[src/rtl/wfm_frame_packer.sv]
// wfm_frame_packer
// Pops the two channel DAT_FIFOs in lock-step and packs each capture into one
// frame of 32-bit words on a write/waitrequest sink:
//    header, timestamp high, timestamp low, one word per sample pair, trailer.
// Optional feature macro: PACK_CRC_EN. When it is defined, the trailer carries a
// CRC-16-CCITT over the accepted data words. Otherwise that field is zero and no
// CRC logic exists.
// The FIFOs are legacy-mode: q appears one cycle after rdreq and then holds until
// the next rdreq. The skid register captures q only when it has room, and a new
// pop is only issued when it has room. A stalled sink therefore never loses a pair.

module wfm_frame_packer #(
   parameter int FRAME_LEN = 1024,
   parameter int DATA_W    = 14,
   parameter int TIMEOUT   = 4095
) (
   input  logic              clk,
   input  logic              rst,
   input  logic [39:0]       time_in,
   input  logic              trig_start,
   input  logic [DATA_W-1:0] fifo1_q,
   input  logic              fifo1_empty,
   output logic              fifo1_rdreq,
   input  logic [DATA_W-1:0] fifo2_q,
   input  logic              fifo2_empty,
   output logic              fifo2_rdreq,
   output logic [31:0]       out_data,
   output logic              out_write,
   input  logic              out_waitrequest,
   output logic [15:0]       frame_cnt,
   output logic              busy,
   output logic              trig_missed
);

   localparam logic [2:0] S_IDLE  = 3'd0;
   localparam logic [2:0] S_HDR   = 3'd1;
   localparam logic [2:0] S_TS_HI = 3'd2;
   localparam logic [2:0] S_TS_LO = 3'd3;
   localparam logic [2:0] S_DATA  = 3'd4;
   localparam logic [2:0] S_TRAIL = 3'd5;

   localparam int          IW          = (TIMEOUT < 2) ? 1 : $clog2(TIMEOUT + 1);
   localparam logic [IW-1:0] TIMEOUT_C = IW'(TIMEOUT);
   localparam logic [10:0] FRAME_LEN_C = 11'(FRAME_LEN);

   // registered state
   logic [2:0]    state_r;
   logic [39:0]   ts_r;
   logic [31:0]   out_data_r;
   logic          out_write_r;
   logic [15:0]   frame_cnt_r;
   logic          busy_r;
   logic          trig_missed_r;
   logic [31:0]   skid_r;
   logic          skid_valid_r;
   logic          q_pend_r;
   logic [10:0]   pop_cnt_r;
   logic [10:0]   acc_cnt_r;
   logic [IW-1:0] idle_cnt_r;

   // next-state values
   logic [2:0]    state_n_s;
   logic [39:0]   ts_n_s;
   logic [31:0]   out_data_n_s;
   logic          out_write_n_s;
   logic [15:0]   frame_cnt_n_s;
   logic [31:0]   skid_n_s;
   logic          skid_valid_n_s;
   logic          q_pend_n_s;
   logic [10:0]   pop_cnt_n_s;
   logic [10:0]   acc_cnt_n_s;
   logic [IW-1:0] idle_n_s;

   // handshake and datapath decode
   logic          accept_s;
   logic          out_free_s;
   logic          skid_drain_s;
   logic          skid_room_s;
   logic          capture_s;
   logic          pop_s;
   logic          data_acc_s;
   logic [10:0]   acc_inc_s;
   logic          full_done_s;
   logic          timeout_s;
   logic [31:0]   pair_word_s;
   logic [15:0]   crc_word_s;

`ifdef PACK_CRC_EN
   logic [15:0]   crc_r;
   logic [15:0]   crc_n_s;
   logic [15:0]   crc_fold_s;

   // CRC-16-CCITT, poly 0x1021, folds one 32-bit word MSB first
   function automatic logic [15:0] crc16_fold(input logic [15:0] crc_in, input logic [31:0] word);
      logic [15:0] c;
      c = crc_in;
      for (int i = 31; i >= 0; i--) begin
         if (c[15] ^ word[i]) begin
            c = {c[14:0], 1'b0} ^ 16'h1021;
         end else begin
            c = {c[14:0], 1'b0};
         end
      end
      return c;
   endfunction

   assign crc_fold_s = data_acc_s ? crc16_fold(crc_r, out_data_r) : crc_r;
   assign crc_word_s = crc_fold_s;
`else
   assign crc_word_s = 16'h0000;
`endif

   assign accept_s     = out_write_r & ~out_waitrequest;
   assign out_free_s   = ~out_write_r | ~out_waitrequest;
   assign skid_drain_s = (state_r == S_DATA) & skid_valid_r & out_free_s;
   assign skid_room_s  = ~skid_valid_r | skid_drain_s;
   assign capture_s    = q_pend_r & skid_room_s;
   assign pop_s        = ~rst & (state_r == S_DATA) & ~fifo1_empty & ~fifo2_empty &
                         (pop_cnt_r < FRAME_LEN_C) & skid_room_s;
   assign data_acc_s   = (state_r == S_DATA) & accept_s;
   assign acc_inc_s    = (data_acc_s && (acc_cnt_r != 11'h7FF)) ? (acc_cnt_r + 11'd1) : acc_cnt_r;
   assign full_done_s  = data_acc_s & (acc_inc_s == FRAME_LEN_C);
   assign timeout_s    = (state_r == S_DATA) & (idle_cnt_r == TIMEOUT_C) & ~pop_s &
                         ~skid_valid_r & ~q_pend_r & out_free_s;
   assign pair_word_s  = {16'(fifo2_q), 16'(fifo1_q)};

   assign fifo1_rdreq  = pop_s;
   assign fifo2_rdreq  = pop_s;
   assign out_data     = out_data_r;
   assign out_write    = out_write_r;
   assign frame_cnt    = frame_cnt_r;
   assign busy         = busy_r;
   assign trig_missed  = trig_missed_r;

   // next-state logic: frame sequencing, skid pipeline and counters
   always_comb begin
      state_n_s     = state_r;
      ts_n_s        = ts_r;
      out_data_n_s  = out_data_r;
      out_write_n_s = out_write_r;
      frame_cnt_n_s = frame_cnt_r;
      skid_n_s      = skid_r;
      pop_cnt_n_s   = pop_cnt_r;
      acc_cnt_n_s   = acc_inc_s;
      idle_n_s      = idle_cnt_r;
`ifdef PACK_CRC_EN
      crc_n_s       = crc_fold_s;
`endif

      if (capture_s) begin
         skid_n_s       = pair_word_s;
         skid_valid_n_s = 1'b1;
      end else if (skid_drain_s) begin
         skid_valid_n_s = 1'b0;
      end else begin
         skid_valid_n_s = skid_valid_r;
      end

      if (pop_s) begin
         q_pend_n_s  = 1'b1;
         pop_cnt_n_s = pop_cnt_r + 11'd1;
      end else if (capture_s) begin
         q_pend_n_s  = 1'b0;
      end else begin
         q_pend_n_s  = q_pend_r;
      end

      case (state_r)
         S_IDLE: begin
            if (trig_start) begin
               state_n_s      = S_HDR;
               ts_n_s         = time_in;
               out_data_n_s   = {8'hA5, 8'h00, frame_cnt_r};
               out_write_n_s  = 1'b1;
               skid_valid_n_s = 1'b0;
               q_pend_n_s     = 1'b0;
               pop_cnt_n_s    = 11'd0;
               acc_cnt_n_s    = 11'd0;
               idle_n_s       = '0;
            end else begin
               out_write_n_s  = 1'b0;
            end
         end
         S_HDR: begin
`ifdef PACK_CRC_EN
            crc_n_s = 16'hFFFF;
`endif
            if (accept_s) begin
               state_n_s    = S_TS_HI;
               out_data_n_s = {8'hB5, 16'h0000, ts_r[39:32]};
            end else begin
               state_n_s    = S_HDR;
            end
         end
         S_TS_HI: begin
            if (accept_s) begin
               state_n_s    = S_TS_LO;
               out_data_n_s = ts_r[31:0];
            end else begin
               state_n_s    = S_TS_HI;
            end
         end
         S_TS_LO: begin
            if (accept_s) begin
               state_n_s     = S_DATA;
               out_write_n_s = 1'b0;
               idle_n_s      = '0;
            end else begin
               state_n_s     = S_TS_LO;
            end
         end
         S_DATA: begin
            // idle counter measures cycles without a pop, saturating at the limit
            if (pop_s) begin
               idle_n_s = '0;
            end else if (idle_cnt_r != TIMEOUT_C) begin
               idle_n_s = idle_cnt_r + IW'(1);
            end else begin
               idle_n_s = idle_cnt_r;
            end
            if (full_done_s || timeout_s) begin
               state_n_s     = S_TRAIL;
               out_data_n_s  = {4'hE, ~full_done_s, acc_inc_s, crc_word_s};
               out_write_n_s = 1'b1;
            end else if (skid_drain_s) begin
               out_data_n_s  = skid_r;
               out_write_n_s = 1'b1;
            end else if (accept_s) begin
               out_write_n_s = 1'b0;
            end else begin
               out_write_n_s = out_write_r;
            end
         end
         S_TRAIL: begin
            if (accept_s) begin
               state_n_s     = S_IDLE;
               out_write_n_s = 1'b0;
               frame_cnt_n_s = frame_cnt_r + 16'd1;
            end else begin
               state_n_s     = S_TRAIL;
            end
         end
         default: begin
            state_n_s     = S_IDLE;
            out_write_n_s = 1'b0;
         end
      endcase
   end

   // state registers with synchronous reset; reset aborts any frame in progress
   always_ff @(posedge clk) begin
      if (rst) begin
         state_r       <= S_IDLE;
         ts_r          <= 40'd0;
         out_data_r    <= 32'd0;
         out_write_r   <= 1'b0;
         frame_cnt_r   <= 16'd0;
         busy_r        <= 1'b0;
         trig_missed_r <= 1'b0;
         skid_r        <= 32'd0;
         skid_valid_r  <= 1'b0;
         q_pend_r      <= 1'b0;
         pop_cnt_r     <= 11'd0;
         acc_cnt_r     <= 11'd0;
         idle_cnt_r    <= '0;
`ifdef PACK_CRC_EN
         crc_r         <= 16'hFFFF;
`endif
      end else begin
         state_r       <= state_n_s;
         ts_r          <= ts_n_s;
         out_data_r    <= out_data_n_s;
         out_write_r   <= out_write_n_s;
         frame_cnt_r   <= frame_cnt_n_s;
         busy_r        <= (state_n_s != S_IDLE);
         trig_missed_r <= trig_start & (state_r != S_IDLE);
         skid_r        <= skid_n_s;
         skid_valid_r  <= skid_valid_n_s;
         q_pend_r      <= q_pend_n_s;
         pop_cnt_r     <= pop_cnt_n_s;
         acc_cnt_r     <= acc_cnt_n_s;
         idle_cnt_r    <= idle_n_s;
`ifdef PACK_CRC_EN
         crc_r         <= crc_n_s;
`endif
      end
   end

endmodule

[config.mk]
export PLATFORM = sky130hd
export DESIGN_NAME = wfm_frame_packer
export DESIGN_NICKNAME = d
export VERILOG_FILES = /design/src/rtl/wfm_frame_packer.sv
export SDC_FILE = /design/constraint.sdc
export NUM_CORES = 1
export LEC_CHECK = 0
export CAP_MARGIN = 20
export CELL_PAD_IN_SITES_DETAIL_PLACEMENT = 0
export CELL_PAD_IN_SITES_GLOBAL_PLACEMENT = 1
export CORE_AREA = 10 10 120 230
export DETAILED_ROUTE_END_ITERATION = 16
export DIE_AREA = 0 0 130 240
export PLACE_DENSITY_LB_ADDON = 0.3
export SLEW_MARGIN = 0
export SYNTH_ARGS = -nofsm -noshare
export SYNTH_HDL_FRONTEND = slang
export SYNTH_SLANG_ARGS = --single-unit
[constraint.sdc]
create_clock -name clk -period 3.6 [get_ports clk]
set_input_delay 0.9 -clock clk [delete_from_list [all_inputs] [get_ports clk]]
set_output_delay 0.9 -clock clk [all_outputs]
set_load 0.02 [all_outputs]
==> results.toml, run 1 <==
[worst_setup_path]
path_class = "in2reg"
critPathMaxFanout = 7
cp-end-kind = "flip-flop"
slowest_stage = "or4_4"
critPathArrivalTime_ps = 3800
critPathTopFamily = "simple AND/OR/NAND/NOR gates"
crit_required_ps = 3970
path_buf_inv = 2
path_cells = "clkdlybuf4s50_1, or3b_1, or2_4, a211oi_1, o21ai_0, or4_4, o21a_4, or3_1, buf_4, o2bb2ai_2"
crit_path_start_kind = "input pin"
critPathMaxStageDelay_ps = 460

[route]
num_vias = 6519
ant_nets = 0
drt_pass1_iterations = 5
routedWlPerCell_um = 17.9
drc = 0
viasPerCell = 4.99
routed_wl_um = 23400
dr.first_iter.drc_count = 357

[final_layout]
fillers = 2454
drive_gt1_frac = 0.113
antenna_cells = 0
finalNetCount = 1085
multi_input_area_um2 = 3600
final_area_um2 = 9410
synthToLayoutAreaGrowth_pct = 34.1
seqCellArea_um2 = 3160

[clock_tree]
cts_made_buffers = 17
cts.sinks = 158
cts_tree = "yes"
clockBufferDepth = 2
htreeDepth = 4
cts.reportedPaths.clkPinSlew_ps = 70
cts_hold_buf = 0
clk_latency_ps = 440
post_cts_buffers = 0
cts_root_buf = "clkbuf_16"

[synth]
ys.flop_type = "dfxtp_1"
synth.most_common_cell = "nand2_1"
synth_area_per_cell_um2 = 8.08
synth.cell_area_um2 = 7010
ys_ff_latch = 158
synthArstFlopShare = 0
ys_seq_area_frac = 0.451
synthCells = 868
synth_edf_count = 0
yosysWarnings = 0
syn_nets = 946
synth_top_area_cell = "dfxtp_1"
synthTopCellsByCount = "nand2_1 (177), dfxtp_1 (158), a21oi_1 (96)"
yosysTopAreaCellShare = 0.451
synth_cell_types = 65
netlist_top_cells_area = "dfxtp_1 (45%), nand2_1 (9.5%), a21oi_1 (6.9%)"

[sta]
hold_viol = 0
slew_viol_final = 0
timing.final.crit_share = 0.953
setup_slack_ps = 169
max_freq_ghz = 0.291
slew_headroom = 0.450
rsz0062_at_grt = "no"
worst_slew_pin_slew_ps = 825
finalSetupViolCount = 0
min_period_ps = 3430
fin_worst_skew_ps = 11.6

[placed_design]
io_buffers = 126
place_area_um2 = 8790
place_hpwl_um = 17800
post-place-ws_ps = -380
routabilityCongestion = 0.843

[die]
dieArea_um2 = 31200
die_h_um = 240
core_um2 = 23800
die-width_um = 130
pin_count = 127
start_util = 0.294
rows = 80

[grt]
antenna_found_initial = 0
grt_use_total = 0.152
grt_remaining_overflow = 0
grt_pass1_vias = 6674
grt_max_degree = 74
grt_pass1_wl_um = 36500

[worst_hold_path]
hold_class = "reg2reg"

[power_and_ir_drop]
pwr_density_cell_nw_per_um2 = 434
peakVddDrop_mv = 0.269
p_leak_nw = 3.31

[run]
drv_cap = 0

[outcome]
status = "completed"
[sequential cells by signal, indices dropped and copies added (netlist names), 3 cells and up]
register    flops
acc_cnt_r      11
frame_cnt      16
idle_cnt_r     12
out_data       32
pop_cnt_r      11
skid_r         28
state_r         3
ts_r           40
[through the flow]
| step | TNS [ps] | cells | utilization | hold WS (ps) | total power, mW |
|---|---|---|---|---|---|
| finish | 0 | 1307 | 0.395 | 456 | 4.09 |
| global route | 0 | 1307 | 0.395 | 479 | 4.26 |
| CTS | 0 | 1307 | 0.394 | 459 | 4.14 |
| detailed placement | -8680 | 1275 | 0.369 | 448 | 2.33 |
| global placement | -7630 | 1275 | 0.369 | 443 | 2.33 |
| floorplan | 0 | 868 | - | 432 | 2.10 |
[what timing repair did]
item | 4_1_cts | 5_1_grt
gates resized for setup | 0 | 6
hold endpoints to repair | 0 | 0
endpoints found under the setup margin | 0 | 17
[logic make-up (layout without fill, tap and decap cells)]
logic type      after synthesis  in the layout  share of synthesized area
compound gates              208            208                      0.194
xor+xnor                     42             42                     0.0525
fa+ha+maj                     4              4                    0.00714
buf+inv                      66            218                     0.0393
flops                       158            158                      0.451
mux                           7              7                     0.0102
simple gates                383            383                      0.246
[final timing paths]
path	start	to	slack (ps)	cells after the start
worst min-delay path	ts_r[18]$_SDFFE_PP0P_	ts_r[18]$_SDFFE_PP0P_	460	2
worst max register to register	acc_cnt_r[1]$_SDFF_PP0_	out_data[27]$_SDFFE_PP0P_	420	10
worst min register to register	ts_r[18]$_SDFFE_PP0P_	ts_r[18]$_SDFFE_PP0P_	460	2
worst max-delay path	out_waitrequest	out_data[27]$_SDFFE_PP0P_	170	10
[per-layer routing]
layer	track usage	vias up	share of wire
li1	-	3319	-
met1	0.158	3053	0.39
met2	0.277	115	0.54
met3	0.0390	32	0.046
met4	0.0644	0	0.025
met5	0	-	0
[cell type report]
class | count | share of cell area
multi-input cells | 644 | 0.382
flip-flops and latches | 158 | 0.336
well taps | 287 | 0.0382
repair buffers | 178 | 0.177
clock inverters | 14 | 0.0161
inverters | 8 | 0.00319
clock buffers | 18 | 0.0467
[cells in the final DEF, fill, tap and decap left out, types with 4 or more instances in the layout]
master and instances:
a221o_1 6, inv_6 6, a21oi_1 96, mux2i_1 6
a211oi_1 11, xnor2_1 15, a31oi_1 4, nor2_1 83
nor3_1 16, and4_1 4, xor2_1 27, clkdlybuf4s50_1 123
o2bb2ai_2 7, buf_4 52, inv_1 8, nand3_1 30
nand2b_1 6, nor2_2 4, nor2b_1 5, nand4_1 18
o221ai_1 8, ha_1 4, dfxtp_1 158, or3_1 10
clkbuf_16 17, nand2_1 177, a32o_1 8, a22oi_1 4
nor4_1 5, o21ai_0 37
[worst register-to-register path, cell delays in order, from the launching register on]
cell,delay [ps]
dfxtp_1,340
ha_1,280
nand4_1,240
nor3_2,550
or4_1,240
nand2_2,60
or4_4,510
o21a_4,240
or3_1,340
buf_4,180
o2bb2ai_2,130
[power breakdown]
| part | internal (mW) | switching [mW] | total, mW |
|---|---|---|---|
| registers | 1.80 | 0.0445 | 1.85 |
| logic | 0.202 | 0.236 | 0.438 |
| clock network | 0.996 | 0.805 | 1.80 |
(Power assumes the default switching activity.)
==> inputs of run 2 (changes only) <==
--- a/config.mk
+++ b/config.mk
@@ -9,6 +9,7 @@
 export CELL_PAD_IN_SITES_DETAIL_PLACEMENT = 0
 export CELL_PAD_IN_SITES_GLOBAL_PLACEMENT = 1
 export CORE_AREA = 10 10 120 230
+export CTS_BUF_LIST = sky130_fd_sc_hd__clkbuf_2 sky130_fd_sc_hd__clkbuf_4 sky130_fd_sc_hd__clkbuf_8
 export DETAILED_ROUTE_END_ITERATION = 16
 export DIE_AREA = 0 0 130 240
 export PLACE_DENSITY_LB_ADDON = 0.3
==> run 2 against run 1 <==
Against the previous run: sequential share of layout area increased by 0.73 points; non-clock buffer count unchanged; setup slack got worse by 24 ps; largest power group unchanged; highest routed layer unchanged.
==> results.toml, run 2 (synthesis gave the netlist of run 1 again) <==
[worst_setup_path]
critPathTopFamily = "simple AND/OR/NAND/NOR gates"
crit_required_ps = 4030
reg2reg_depth = 10
rr_startpoint = "acc_cnt_r[1]$_SDFF_PP0_"
path_depth = 9
crit_path_start_kind = "input pin"
startpoint = "out_waitrequest"
path_cells = "clkdlybuf4s50_1, or3b_1, or2_1, or4_1, nand2_2, or4_4, o21ai_2, nor2_2, a22o_1"
cp-end-kind = "flip-flop"
critPathMaxStageDelay_ps = 660
path_buf_inv = 1
slowest_stage = "nor2_2"
critPathMaxFanout = 17
path_class = "in2reg"
critPathArrivalTime_ps = 3880

[route]
num_vias = 6537
ant_nets = 0
dr.first_iter.drc_count = 394
drc = 0
routedWlPerCell_um = 17.9
viasPerCell = 4.99
drt_pass1_iterations = 4
routed_wl_um = 23500

[final_layout]
top_register = "ts_r"
largest_reg_flops = 40
fillers = 2491
seqCellArea_um2 = 3160
multi_input_area_um2 = 3580
final_cell_mix = "nand2_1 (177), dfxtp_1 (158), clkdlybuf4s50_1 (123)"
final_core_util = 0.386
layout_commonest_cell = "nand2_1"
finalNetCount = 1085
drive_gt1_frac = 0.111
synthToLayoutAreaGrowth_pct = 31.3

[power_and_ir_drop]
peakVddDrop_mv = 0.179
switchingPower_mw = 1.03
switching_share = 0.285
seq_power_share = 0.509
power.share.clock = 0.370
p_comb_frac = 0.121
p_int_mw = 2.59
pwr_density_cell_nw_per_um2 = 394
p_leak_nw = 3.22

[clock_tree]
cts_hold_buf = 0
clk_latency_ps = 490
cts_root_buf = "clkbuf_8"
cts_tree = "yes"
ctsResizeCount = 0
clockBufferDepth = 2
cts.sinks = 158
cts.reportedPaths.clkPinSlew_ps = 90
cts_made_buffers = 17
post_cts_buffers = 0
htreeDepth = 4

[grt]
grt_use_total = 0.152
antenna_found_initial = 1
grt.met1_usage = 0.158
grt_remaining_overflow = 0
grt_pass1_vias = 6658
grt_max_degree = 74
grt_pass1_wl_um = 36500
busiest_layer = "met2"
gr-usage-met2 = 0.275
grtUsageMet3 = 0.0397

[die]
core_um2 = 23800
start_util = 0.294
dieArea_um2 = 31200
pin_count = 127
die_h_um = 240
rows = 80
die-width_um = 130

[worst_hold_path]
hp-start = "ts_r[18]$_SDFFE_PP0P_"
hold_class = "reg2reg"
hold_depth = 2

[placed_design]
post-place-ws_ps = -380
io_buffers = 126
routabilityCongestion = 0.843
place_hpwl_um = 17800

[sta]
slew_headroom = 0.424
setup_tns_ps = 0
slew_viol_final = 0
setup_slack_ps = 145
finalSetupViolCount = 0
timing.final.crit_share = 0.960
rsz0062_at_grt = "no"
min_period_ps = 3450
max_freq_ghz = 0.289
hold_viol = 0
worst_slew_pin_slew_ps = 862
fin_worst_skew_ps = 16.4

[outcome]
status = "completed"

[run]
drv_cap = 0
## run 2: cell count changes in the layout (fill, tap and decap cells not counted), sizes merged
| cell | before | now |
|---|---|---|
| diode | 0 | 2 |
## run 2: metal layers
metal  up-vias  wire [um]
met2       128      12500
li1       3319          -
met3        33       1070
met1      3057       9180
met4         0        727
met5         -          0
## run 2: power groups by stage
stage | clock network, mW | logic (mW) | registers [mW]
final | 1.34 | 0.437 | 1.85
after global routing | 1.45 | 0.485 | 1.85
after CTS | 1.38 | 0.445 | 1.85
after detailed placement | 0 | 0.443 | 1.89
after global placement | 0 | 0.441 | 1.89
after floorplan | 0 | 0.201 | 1.90
## run 2: layout make-up
| cell class | count | area share |
|---|---|---|
| inverter | 8 | 0.00326 |
| timing repair buffer | 178 | 0.181 |
| antenna | 2 | 0.000544 |
| clock buffer | 18 | 0.0269 |
| clock inverter | 14 | 0.0164 |
| sequential | 158 | 0.344 |
| tap | 287 | 0.0390 |
| multi-input combinational | 644 | 0.389 |
## run 2: worst register-to-register path, delay by kind of cell (launching register included)
| kind | cells | cell delay (ps) |
|---|---|---|
| buf+inv | 1 | 180 |
| simple gates | 6 | 1880 |
| compound gates | 2 | 360 |
| fa+ha+maj | 1 | 280 |
| flops | 1 | 350 |
## run 2: per-stage QoR
| stage | power (mW) | hold slack, ps | std cells | cell area, um2 |
|---|---|---|---|---|
| after global placement | 2.33 | 443 | 1275 | 8790 |
| after CTS | 3.68 | 462 | 1307 | 9190 |
| final | 3.63 | 459 | 1309 | 9210 |
| after global routing | 3.79 | 482 | 1308 | 9200 |
| after detailed placement | 2.33 | 448 | 1275 | 8790 |
| after floorplan | 2.10 | 432 | 868 | 7010 |
## run 2: path summary, 6_finish.rpt
kind	slack (ps)	end
setup / recovery	150	out_data[17]$_SDFFE_PP0P_
hold / removal	460	ts_r[18]$_SDFFE_PP0P_
setup reg to reg	470	out_data[27]$_SDFFE_PP0P_
hold reg to reg	460	ts_r[18]$_SDFFE_PP0P_
==> inputs of run 3 (changes only) <==
--- a/config.mk
+++ b/config.mk
@@ -10,6 +10,7 @@
 export CELL_PAD_IN_SITES_GLOBAL_PLACEMENT = 1
 export CORE_AREA = 10 10 120 230
 export CTS_BUF_LIST = sky130_fd_sc_hd__clkbuf_2 sky130_fd_sc_hd__clkbuf_4 sky130_fd_sc_hd__clkbuf_8
+export CTS_CLUSTER_SIZE = 28
 export DETAILED_ROUTE_END_ITERATION = 16
 export DIE_AREA = 0 0 130 240
 export PLACE_DENSITY_LB_ADDON = 0.3
==> results of run 3 <==
Final layout, timing and power as in run 2 (identical DEF).
